### src/rtl/fft_pkg.sv
// Shared types and address helpers for the FFT sequencer.
package fft_pkg;

  typedef enum logic [1:0] {
    ST_IDLE = 2'd0,
    ST_PRE  = 2'd1,
    ST_RUN  = 2'd2,
    ST_DONE = 2'd3
  } fft_state_t;

  // Rotate the low n2 bits of value left by amount (amount <= n2).
  function automatic logic [31:0] rotl(input logic [31:0] value,
                                       input int unsigned amount,
                                       input int unsigned n2);
    logic [31:0] mask;
    logic [31:0] v;
    mask = (32'd1 << n2) - 32'd1;
    v    = value & mask;
    return ((v << amount) | (v >> (n2 - amount))) & mask;
  endfunction

  // Twiddle address: j as an (n2-1)-bit field, keep its upper i bits.
  function automatic logic [31:0] tw_mask(input int unsigned i,
                                          input logic [31:0] j,
                                          input int unsigned n2);
    int unsigned w;
    logic [31:0] keep;
    w    = n2 - 1;
    keep = ~((32'd1 << (w - i)) - 32'd1) & ((32'd1 << w) - 32'd1);
    return j & keep;
  endfunction

endpackage

### src/rtl/fft_adr_gen.sv
// Butterfly operand addresses and twiddle address for (stage i, butterfly j).
module fft_adr_gen
  import fft_pkg::*;
#(
  parameter int N_2 = 5,
  parameter int IW  = 3
) (
  input  logic [IW-1:0]  i,
  input  logic [N_2-2:0] j,
  output logic [N_2-1:0] adra,
  output logic [N_2-1:0] adrb,
  output logic [N_2-2:0] tw
);

  // Operands 2j and 2j+1 rotated by the stage number; twiddle from the masked index.
  always_comb begin
    adra = N_2'(rotl(32'({j, 1'b0}), 32'(i), N_2));
    adrb = N_2'(rotl(32'({j, 1'b1}), 32'(i), N_2));
    tw   = (N_2 - 1)'(tw_mask(32'(i), 32'(j), N_2));
  end

endmodule

### src/rtl/fft_ctrl.sv
// In-place radix-2 DIT FFT sequencer: stage/butterfly walk, RAM control, twiddle prefetch.
//
// state | meaning
// IDLE  | waiting for start, all outputs quiet
// PRE   | one bubble per stage so the twiddle ROM sees butterfly 0's address
// RUN   | one butterfly per cycle, j = 0..N/2-1
// DONE  | transform complete, done held until next start
module fft_ctrl
  import fft_pkg::*;
#(
  parameter int width = 16,
  parameter int N_2   = 5
) (
  input  logic           clk,
  input  logic           reset,
  input  logic           start,
  output logic           done,
  output logic           busy,
  output logic           rdsel,
  output logic           we0,
  output logic           we1,
  output logic [N_2-1:0] adr0a,
  output logic [N_2-1:0] adr0b,
  output logic [N_2-1:0] adr1a,
  output logic [N_2-1:0] adr1b,
  output logic [N_2-2:0] twiddleadr,
  output logic           resultsel
);

  localparam int IW = (N_2 > 1) ? $clog2(N_2) : 1;
  localparam logic [IW-1:0]  I_LAST = IW'(N_2 - 1);
  localparam logic [N_2-2:0] J_LAST = '1;
  localparam logic [N_2-2:0] J_ONE  = (N_2 - 1)'(1);

  fft_state_t     state;
  logic [IW-1:0]  i;
  logic [N_2-2:0] j;
  logic [N_2-2:0] j_next;
  logic [N_2-1:0] cur_adra;
  logic [N_2-1:0] cur_adrb;
  logic [N_2-2:0] cur_tw;
  logic [N_2-2:0] nxt_tw;
  logic [2*N_2-1:0] unused_nxt_adr;

  assign j_next = j + J_ONE;

  fft_adr_gen #(.N_2(N_2), .IW(IW)) u_adr_cur (
    .i    (i),
    .j    (j),
    .adra (cur_adra),
    .adrb (cur_adrb),
    .tw   (cur_tw)
  );

  // Second copy looks one butterfly ahead to cover the ROM's read latency.
  fft_adr_gen #(.N_2(N_2), .IW(IW)) u_adr_nxt (
    .i    (i),
    .j    (j_next),
    .adra (unused_nxt_adr[N_2-1:0]),
    .adrb (unused_nxt_adr[2*N_2-1:N_2]),
    .tw   (nxt_tw)
  );

  // State and stage/butterfly counters.
  always_ff @(posedge clk) begin
    if (reset) begin
      state <= ST_IDLE;
      i     <= '0;
      j     <= '0;
    end else begin
      case (state)
        ST_IDLE, ST_DONE: begin
          if (start) begin
            state <= ST_PRE;
            i     <= '0;
            j     <= '0;
          end
        end
        ST_PRE: state <= ST_RUN;
        ST_RUN: begin
          if (j == J_LAST) begin
            if (i == I_LAST) begin
              state <= ST_DONE;
            end else begin
              state <= ST_PRE;
              i     <= i + IW'(1);
              j     <= '0;
            end
          end else begin
            j <= j_next;
          end
        end
        default: state <= ST_IDLE;
      endcase
    end
  end

  // Moore output decode; anything outside PRE/RUN looks like reset.
  always_comb begin
    done       = (state == ST_DONE);
    busy       = (state == ST_PRE) || (state == ST_RUN);
    rdsel      = 1'b0;
    we0        = 1'b0;
    we1        = 1'b0;
    adr0a      = '0;
    adr0b      = '0;
    adr1a      = '0;
    adr1b      = '0;
    twiddleadr = '0;
    if (state == ST_PRE) begin
      twiddleadr = cur_tw;
    end else if (state == ST_RUN) begin
      rdsel      = i[0];
      we0        = i[0];
      we1        = ~i[0];
      adr0a      = cur_adra;
      adr0b      = cur_adrb;
      adr1a      = cur_adra;
      adr1b      = cur_adrb;
      twiddleadr = (j == J_LAST) ? '0 : nxt_tw;
    end
  end

  assign resultsel = 1'(N_2 % 2);

endmodule

### config.mk
export PLATFORM = sky130hd
export DESIGN_NAME = fft_ctrl
export DESIGN_NICKNAME = d
export VERILOG_FILES = /design/src/rtl/fft_pkg.sv /design/src/rtl/fft_adr_gen.sv /design/src/rtl/fft_ctrl.sv
export SDC_FILE = /design/constraint.sdc
export NUM_CORES = 1
export LEC_CHECK = 0
export ABC_CLOCK_PERIOD_IN_PS = 3500
export BUFFER_PORTS_ARGS = -buffer_cell sky130_fd_sc_hd__buf_4
export CORE_UTILIZATION = 30
export DETAILED_ROUTE_END_ITERATION = 8
export PLACE_DENSITY = 0.53
export SYNTH_ARGS = -nofsm -noshare
export SYNTH_HDL_FRONTEND = slang
export SYNTH_SLANG_ARGS = --single-unit
### constraint.sdc
create_clock -name clk -period 3.5 [get_ports clk]
set_input_delay 0.525 -clock clk [delete_from_list [all_inputs] [get_ports clk]]
set_output_delay 0.525 -clock clk [all_outputs]
set_load 0.05 [all_outputs]
==> run summary, run 1 <==
DR vias/cell = 5.44
asr flop ratio synth = 0%
Initial Utilization = 32.3%
met2 Use GR = 24.7%
placed wire-length estimate = 2390 µm
Syn Inst Count = 170
met1 usage = 20.6%
Syn. warnings = 0
setup repair bufs after CTS = 0
layout cells sized above 1 = 22.8%
vias after detailed routing = 1261
syn_area_per_cell = 7.18 µm²
Max Cap Viol = 0
Die Width = 65.8 µm
final period utilization = 83.8%
Fin Hold WS = 0.529 ns
fin util = 37.8%
worst skew pair latency = 0.24 ns
Max Slew Vio Count = 0
post-placement cell area = 1380 µm²
pre-CTS WS = 0.843 ns
area grow syn2layout = 16.7%
Setup Skew = 0.00392 ns
Pwr Density = 280 nW/µm²
design area = 1420 µm²
worst r2r dst = i[2]
Arr. time, crit path = 2.41 ns
CTS tree = done
Final Instance Count excl. Fillers = 232
htree depth = 1
hold-fix buffer count after cts = 0
Clk pwr share = 31.5%
Synth area leaders = dfxtp_1 15%, ha_1 12%, buf_4 8.0%, a21oi_1 7.4%, nor2_1 6.5%
largest area contributor in the netlist = dfxtp_1
Iter 0 DRT Violations = 58
Post-Route WL = 3190 µm
nets = 200
Mapped Nets = 185
cell row count = 22
Core Region = 3770 µm²
sw frac = 40.0%
Crit Path Class = flop to output pin
main flop type after synthesis = dfxtp_1
pin count of the biggest net entering global routing = 19
Final Hold Viols = 0
CP endpoint kind = output pin
Reg power frac = 29.2%
M3 GR Usage = 3.79%
Placed Cells = 228
grt peak-use layer = met2
Antenna Cells = 0
Critical Path RT = 2.97 ns
ANT nets after route = 0
Crit. Startpoint = i[0]
Comb power frac = 39.3%
CTS Buffer Depth = 2
clk slew on worst S/H paths = 0.05 ns
R2R cell count = 7
Int Power = 0.239 mW
DRC viols = 0
Design Power = 0.398 mW
CTS Root Cell = clkbuf_8
grt ovf = 0
initial antenna violation count = 0
Final Setup Violations = 0
num ports = 33
Post-Route Setup TNS = 0 ns
end point of the critical path = twiddleadr[1]
post-DR wirelength/cell = 13.8 µm
first-pass GRT wire length = 5240 µm
RR Startpoint = i[0]
outcome = finished clean
switching pwr = 0.159 mW
CTS Buf Count = 3
Pre-Repair DR Iteration Count = 4
all-layer global routing usage = 15.9%
top-area cell type share of the netlist area = 14.8%
Seq/Total Area, Yosys = 14.8%
unrepaired setup endpoints after global routing = no
Post-synth EDFFs = 0
min Tclk post-route = 2.93 ns
vias in the first global route = 1131
Die Span Y = 65.8 µm
Resized cells post-CTS = 0
Hold Path Class = flop to flop
die area = 4330 µm²
Yosys reg bits = 9
final setup margin = 0.566 ns
Pleak = 0.611 nW
Setup crit start kind = flop
R2R Setup Slk = 1.41 ns
maximum clock frequency = 0.341 GHz
Port Buf Inserts = 31
Netlist cell types = 49
Synth Cell Area = 1220 µm²
Final GP Congestion = 0.814
Max FO, Critical Path = 8
clk sinks = 9
maximum vdd drop = 140 µV
-- placed cells by master, fill, tap and decap left out, types with 2 or more instances in the layout --
| cell | n |
|---|---|
| nand3_1 | 7 |
| nand2_1 | 11 |
| inv_1 | 8 |
| clkbuf_8 | 3 |
| o211ai_1 | 2 |
| ha_1 | 12 |
| dfxtp_1 | 9 |
| buf_4 | 33 |
| nor2_1 | 21 |
| nand2b_1 | 4 |
| nor3_1 | 6 |
| a22o_1 | 2 |
| a21o_1 | 3 |
| nor2b_1 | 3 |
| mux2i_1 | 2 |
| a21oi_1 | 18 |
| nand3b_1 | 3 |
| o21ai_0 | 8 |
-- cell type report --
| class | count | area, µm² |
|---|---|---|
| fill | 398 | 2350 |
| multi-input combinational | 129 | 856 |
| timing repair buffer | 33 | 248 |
| sequential | 9 | 180 |
| tap | 48 | 60.1 |
| clock buffer | 3 | 41.3 |
| inverter | 9 | 33.8 |
| clock inverter | 1 | 5.00 |
-- state kept, by name, indices dropped and copies added (netlist names) --
register,cells
j,4
state,2
i,3
-- power groups by stage --
stage,registers (mW),clock network [mW],logic [mW]
after floorplan,0.115,0,0.128
after detailed placement,0.118,0,0.154
final,0.116,0.126,0.156
after CTS,0.116,0.130,0.155
after global routing,0.117,0.137,0.169
after global placement,0.118,0,0.155
-- critical path: stages, from the launching register on --
cell and delay [ns]:
dfxtp_1 0.32, clkinv_1 0.20, ha_1 0.31, ha_1 0.32, nor2b_1 0.18, o211ai_1 0.14
ha_1 0.30, a21boi_0 0.18, buf_4 0.23
-- synth_stat cells (2+ instances only) --
master    number
ha_1          12
mux2i_1        2
a21oi_1       18
inv_1          8
buf_4         13
nand3b_1       3
nor2_1        21
dfxtp_1        9
a21o_1         3
nand3_1        7
nand2_1       11
a22o_1         2
clkbuf_1       2
o21ai_0        8
nor2b_1        3
nand2b_1       4
nor3_1         6
o211ai_1       2
buf_2          6
-- routing by layer --
metal / part of all wire (%) / vias to the layer above
li1: - / 613
met1: 45 / 598
met2: 48 / 43
met3: 5.7 / 7
met4: 1.8 / 0
met5: 0 / -
-- logic make-up after synthesis --
kind of cell               share of synthesized area [%]
and+or+nand+nor                                     25.8
other                                              0.307
muxes                                               5.33
buffers and inverters                               15.1
adders and majority gates                           12.3
AOI/OAI and AO/OA                                   25.6
DFF                                                 14.8
xor gates and xnor gates                           0.718
-- how the worst min path moves through the flow --
stage,depth (start not counted),startpoint,slack (ns),endpoint
after detailed placement,2,state[1],0.51,state[1]
after floorplan,2,state[1],0.48,state[1]
after global routing,2,reset,0.53,j[1]
after CTS,2,reset,0.52,j[1]
after global placement,2,state[1],0.51,state[1]
final,2,state[1],0.53,state[1]
Power figures use the tool's default switching activity.
==> run 2, diff against run 1 <==
- ABC_CLOCK_PERIOD_IN_PS: 3500 -> 2700
- clock period: 3.5 -> 2.7 ns (I/O delays scaled with it)
==> run summary, run 2 (synthesized netlist as in run 1, its figures left out) <==
Design Power = 0.523 mW (+31%)
cell row count = 22 (unchanged)
Die Span Y = 65.8 µm (unchanged)
DR vias/cell = 5.37 (-1.3%)
vias after detailed routing = 1272 (+0.87%)
grt ovf = 0 (unchanged)
biggest regs = j (4), i (3), state (2)
worst r2r dst = j[3]
R2R cell count = 6 (-1)
Top reg by flops = j
maximum clock frequency = 0.389 GHz
nets = 205 (+2.5%)
die area = 4330 µm² (unchanged)
Final GP Congestion = 0.879 (+8.0%)
number of flip-flops in the largest register = 4 (unchanged)
pin count of the biggest net entering global routing = 19 (unchanged)
Core Region = 3770 µm² (unchanged)
Setup crit start kind = flop
first-pass GRT wire length = 5550 µm (+5.9%)
Antenna Cells = 0 (unchanged)
setup repair bufs after CTS = 0 (unchanged)
placed wire-length estimate = 2530 µm (+6.2%)
min Tclk post-route = 2.57 ns
CTS tree = done
Max Slew Vio Count = 0 (unchanged)
R2R Setup Slk = 0.79 ns (-0.62 ns)
clk slew on worst S/H paths = 0.05 ns (about the same)
Max Cap Viol = 0 (unchanged)
Critical Path RT = 2.30 ns (-0.67 ns)
Resized cells post-CTS = 0 (unchanged)
all-layer global routing usage = 16.7% (+0.80 points)
area grow syn2layout = 23.3%
WHS Endpoint = i[0]
DRC viols = 0 (unchanged)
worst skew pair latency = 0.24 ns (about the same)
Iter 0 DRT Violations = 151 (+160%)
Post-Route WL = 3330 µm (+4.2%)
Hold Path Class = primary input to flop
FILL cells = 400 (+0.50%)
Final Hold Viols = 0 (unchanged)
Final Setup Violations = 0 (unchanged)
Pwr Density = 348 nW/µm² (+24%)
CP endpoint kind = output pin
area of the multi-input gates = 895 µm² (+4.5%)
register area = 181 µm² (+0.69%)
num ports = 33 (unchanged)
outcome = finished clean
unrepaired setup endpoints after global routing = no
Max FO, Critical Path = 3 (-5)
Initial Utilization = 32.3% (unchanged)
RR Startpoint = state[0]
maximum vdd drop = 175 µV (+24%)
Pre-Repair DR Iteration Count = 4 (unchanged)
Arr. time, crit path = 2.16 ns (-0.25 ns)
Least-Margin Pin Slew = 0.499 ns
Placed Cells = 233 (+2.2%)
htree depth = 1 (unchanged)
HP Start = reset
final period utilization = 95.1%
layout cells sized above 1 = 29.6% (+6.8 points)
WHS Path Cells = 2 (unchanged)
Die Width = 65.8 µm (unchanged)
commonest non-fill, non-tap cell in the layout = buf_4
CTS Buffer Depth = 2 (unchanged)
Final Instance Count excl. Fillers = 237 (+2.2%)
most frequent cells in the layout = 37 x buf_4, 20 x nor2_1, 12 x a21oi_1, 12 x ha_1, 11 x nand2_1
post-DR wirelength/cell = 14.0 µm (+2.0%)
CTS Root Cell = clkbuf_8
clk sinks = 9 (unchanged)
hold-fix buffer count after cts = 0 (unchanged)
Setup Skew = 0.00650 ns (+0.00257 ns)
Post-Route Setup TNS = 0 ns (unchanged)
Slew Limit Headroom = 65.9%
CTS Buf Count = 3 (unchanged)
ANT nets after route = 0 (unchanged)
Port Buf Inserts = 31 (unchanged)
Crit Path Class = flop to output pin
vias in the first global route = 1199 (+6.0%)
initial antenna violation count = 0 (unchanged)
Crit. Startpoint = i[0]
Pleak = 0.635 nW (+4.0%)
-- run 2: how the worst max path moves through the flow --
stage,end,slack (ns),cells past startpoint
after floorplan,twiddleadr[1],-0.22,8
after global placement,twiddleadr[2],0.41,8
after detailed placement,twiddleadr[1],0.27,7
after CTS,twiddleadr[1],0.02,7
after global routing,twiddleadr[2],0.004,9
final,twiddleadr[1],0.13,8
-- run 2: worst max-delay path, cell delays in order, from the launching register on --
cell	delay, ns
dfxtp_1	0.33
clkinv_1	0.09
ha_1	0.22
ha_1	0.32
nor2b_2	0.17
o211ai_1	0.12
ha_1	0.29
a21boi_1	0.16
buf_4	0.22
-- run 2: power breakdown --
group          switching [mW]  internal (mW)
clock                  0.0577          0.103
combinational           0.142         0.0730
sequential            0.00733          0.140
-- run 2: metrics by stage --
step	area [µm²]	utilization [%]	hold slack [ns]	setup WS [ns]
4_1_cts	1500	39.7	0.421	0.0181
5_1_grt	1500	39.9	0.426	0.00427
2_1_floorplan	1260	-	0.483	-0.225
3_5_place_dp	1450	38.5	0.519	0.271
3_3_place_gp	1450	38.5	0.516	0.405
6_report	1500	39.9	0.421	0.132
-- run 2: area by class of cell --
| class | count | share of cell area [%] |
|---|---|---|
| sequential | 9 | 12.1 |
| tap | 48 | 3.99 |
| clock buffer | 4 | 3.00 |
| inverter | 9 | 2.25 |
| multi-input combinational | 129 | 59.5 |
| timing repair buffer | 38 | 19.2 |
-- run 2: per-layer routing --
layer | GRT usage (%) | vias to the layer above | share of wire, %
li1 | - | 627 | -
met1 | 20.9 | 605 | 45
met2 | 28.3 | 40 | 51
met3 | 3.79 | 0 | 4.1
met4 | 4.62 | 0 | 0
met5 | 0 | - | 0
==> run 3, diff against run 2 <==
- ABC_AREA: default -> 1
==> run summary, run 3 <==
Post-synth EDFFs = 0 (unchanged)
Max Cap Viol = 0 (unchanged)
Die Width = 65.3 µm (-0.70%)
vias in the first global route = 1110 (-7.4%)
FILL cells = 443 (+11%)
Antenna Cells = 0 (unchanged)
Post-Route Setup TNS = 0 ns (unchanged)
nets = 243 (+19%)
Resized cells post-CTS = 0 (unchanged)
count leader, synth = nand2_1
number of flip-flops in the largest register = 4 (unchanged)
clk slew on worst S/H paths = 0.05 ns (about the same)
placed wire-length estimate = 2370 µm (-6.5%)
switching pwr = 0.504 mW (+140%)
Syn. warnings = 0 (unchanged)
unrepaired setup endpoints after global routing = no
Crit Path Class = flop to output pin
top-area cell type share of the netlist area = 16.9% (+2.1 points)
CTS Buf Count = 3 (unchanged)
CTS tree = done
Critical Path RT = 2.30 ns (about the same)
syn_area_per_cell = 5.89 µm² (-18%)
maximum vdd drop = 286 µV (+64%)
final period utilization = 95.6% (+0.52 points)
Syn Inst Count = 204 (+20%)
main flop type after synthesis = dfxtp_1
all-layer global routing usage = 15.2% (-1.5 points)
Max FO, Critical Path = 7 (+4)
Pwr Density = 656 nW/µm² (+88%)
commonest non-fill, non-tap cell in the layout = nand2_1
CTS Root Cell = clkbuf_8
post-DR wirelength/cell = 10.8 µm (-23%)
CTS Buffer Depth = 2 (unchanged)
ANT nets after route = 0 (unchanged)
asr flop ratio synth = 0% (unchanged)
Hold Path Class = primary input to flop
initial antenna violation count = 0 (unchanged)
area of the multi-input gates = 788 µm² (-12%)
slowest CP cell = dfxtp_2
maximum clock frequency = 0.387 GHz (-0.55%)
Arr. time, crit path = 2.18 ns (+0.02 ns)
pin count of the biggest net entering global routing = 14 (-5)
min Tclk post-route = 2.58 ns (+0.0141 ns)
most frequent cells in the layout = 54 x nand2_1, 35 x buf_4, 29 x inv_1, 23 x nor2_1, 14 x nand3_1
outcome = finished clean
Core Region = 3740 µm² (-0.73%)
Reg power frac = 21.1% (-7.1 points)
Pleak = 0.799 nW (+26%)
Iter 0 DRT Violations = 58 (-62%)
CP endpoint kind = output pin
Mapped Nets = 219 (+18%)
die area = 4270 µm² (-1.4%)
num ports = 33 (unchanged)
Post-Route WL = 2970 µm (-11%)
Top reg by flops = j
Pre-Repair DR Iteration Count = 4 (unchanged)
Yosys reg bits = 9 (unchanged)
Synth Cell Area = 1200 µm² (-1.4%)
setup repair bufs after CTS = 0 (unchanged)
final setup margin = 0.118 ns (-0.0141 ns)
biggest regs = j (4), i (3), state (2)
register area = 181 µm² (unchanged)
htree depth = 1 (unchanged)
CP Buf/Inv Count = 3 (+1)
worst skew pair latency = 0.24 ns (about the same)
Initial Utilization = 32.1% (-0.23 points)
Design Power = 0.959 mW (+83%)
layout cells sized above 1 = 25.6% (-4.1 points)
delay-heaviest family, CP = adder cells
Setup crit start kind = flop
clk sinks = 9 (unchanged)
Comb power frac = 61.8% (+21 points)
cells along the critical path = inv_1 > ha_1 > ha_2 > nand2_1 > nor2_1 > inv_1 > ha_1 > o21ai_0 > nor2_2 > buf_4
largest area contributor in the netlist = nand2_1
Final Setup Violations = 0 (unchanged)
synth cell count leaders = 54 x nand2_1, 29 x inv_1, 25 x nor2_1
Final Instance Count excl. Fillers = 275 (+16%)
cell row count = 22 (unchanged)
Fin Hold WS = 0.351 ns (-0.0700 ns)
Synth area leaders = nand2_1 17%, dfxtp_1 15%, ha_1 12%, inv_1 9.1%, buf_4 8.7%
Final GP Congestion = 0.798 (-9.2%)
grt ovf = 0 (unchanged)
Max Slew Vio Count = 0 (unchanged)
Final Hold Viols = 0 (unchanged)
DR vias/cell = 4.54 (-15%)
hold-fix buffer count after cts = 0 (unchanged)
Clk pwr share = 17.1% (-14 points)
Setup Skew = 0.00957 ns (+0.00308 ns)
R2R Setup Slk = 0.98 ns (+0.19 ns)
Placed Cells = 271 (+16%)
sw frac = 52.5% (+13 points)
DRC viols = 0 (unchanged)
Die Span Y = 65.3 µm (-0.70%)
Seq/Total Area, Yosys = 15.0% (+0.22 points)
Int Power = 0.455 mW (+44%)
area grow syn2layout = 21.6%
vias after detailed routing = 1249 (-1.8%)
Port Buf Inserts = 31 (unchanged)
first-pass GRT wire length = 5010 µm (-9.8%)
pre-CTS WS = 0.288 ns (+0.0169 ns)
Netlist cell types = 30 (-39%)
CP max stage delay = 0.38 ns (+0.05 ns)
[run 3: worst reg2reg max path, delay by kind of cell, from the launching register on]
kind | cells | cell delay (ns)
AOI/OAI and AO/OA | 2 | 0.49
adders and majority gates | 2 | 0.44
DFF | 1 | 0.38
and+or+nand+nor | 2 | 0.21
buffers and inverters | 1 | 0.07
[run 3: path summary, 6_finish.rpt]
kind | startpoint | to | depth (start not counted)
max reg2reg | i[1] | i[1] | 7
min | reset | state[1] | 2
max | i[1] | twiddleadr[1] | 10
min reg2reg | state[1] | state[1] | 2
[run 3: logic make-up after synthesis]
group           after synthesis  synth area share [%]
simple gates                105                  38.3
compound gates               26                  12.1
fa+ha+maj                    12                  12.5
flops                         9                  15.0
other cells                   1                 0.312
buf+inv                      49                  20.4
xor+xnor                      2                  1.46
[run 3: routing by layer]
layer | up-vias | routed length (µm) | track usage (%)
li1 | 666 | - | -
met1 | 546 | 1440 | 19.6
met2 | 32 | 1350 | 25.3
met3 | 5 | 146 | 2.08
met4 | 0 | 38 | 5.71
met5 | - | 0 | 0
[run 3: area by class of cell]
class / count / share of cell area [%]
multi-input cells: 146 / 53.9
repair buffers: 35 / 18.0
flip-flops and latches: 9 / 12.4
inverters: 33 / 8.47
well taps: 48 / 4.11
clock buffers: 3 / 2.82
clock inverters: 1 / 0.342
[run 3: power groups by stage]
stage / clock, mW / sequential [mW] / combinational [mW]
finish: 0.164 / 0.203 / 0.593
global route: 0.176 / 0.208 / 0.667
CTS: 0.165 / 0.202 / 0.593
detailed placement: 0 / 0.205 / 0.589
global placement: 0 / 0.205 / 0.589
floorplan: 0 / 0.188 / 0.474
[run 3: metrics by stage]
step	utilization (%)	cell area, µm²
global route	39.1	1460
floorplan	-	1210
CTS	38.9	1460
detailed placement	37.6	1410
global placement	37.6	1410
finish	39.1	1460
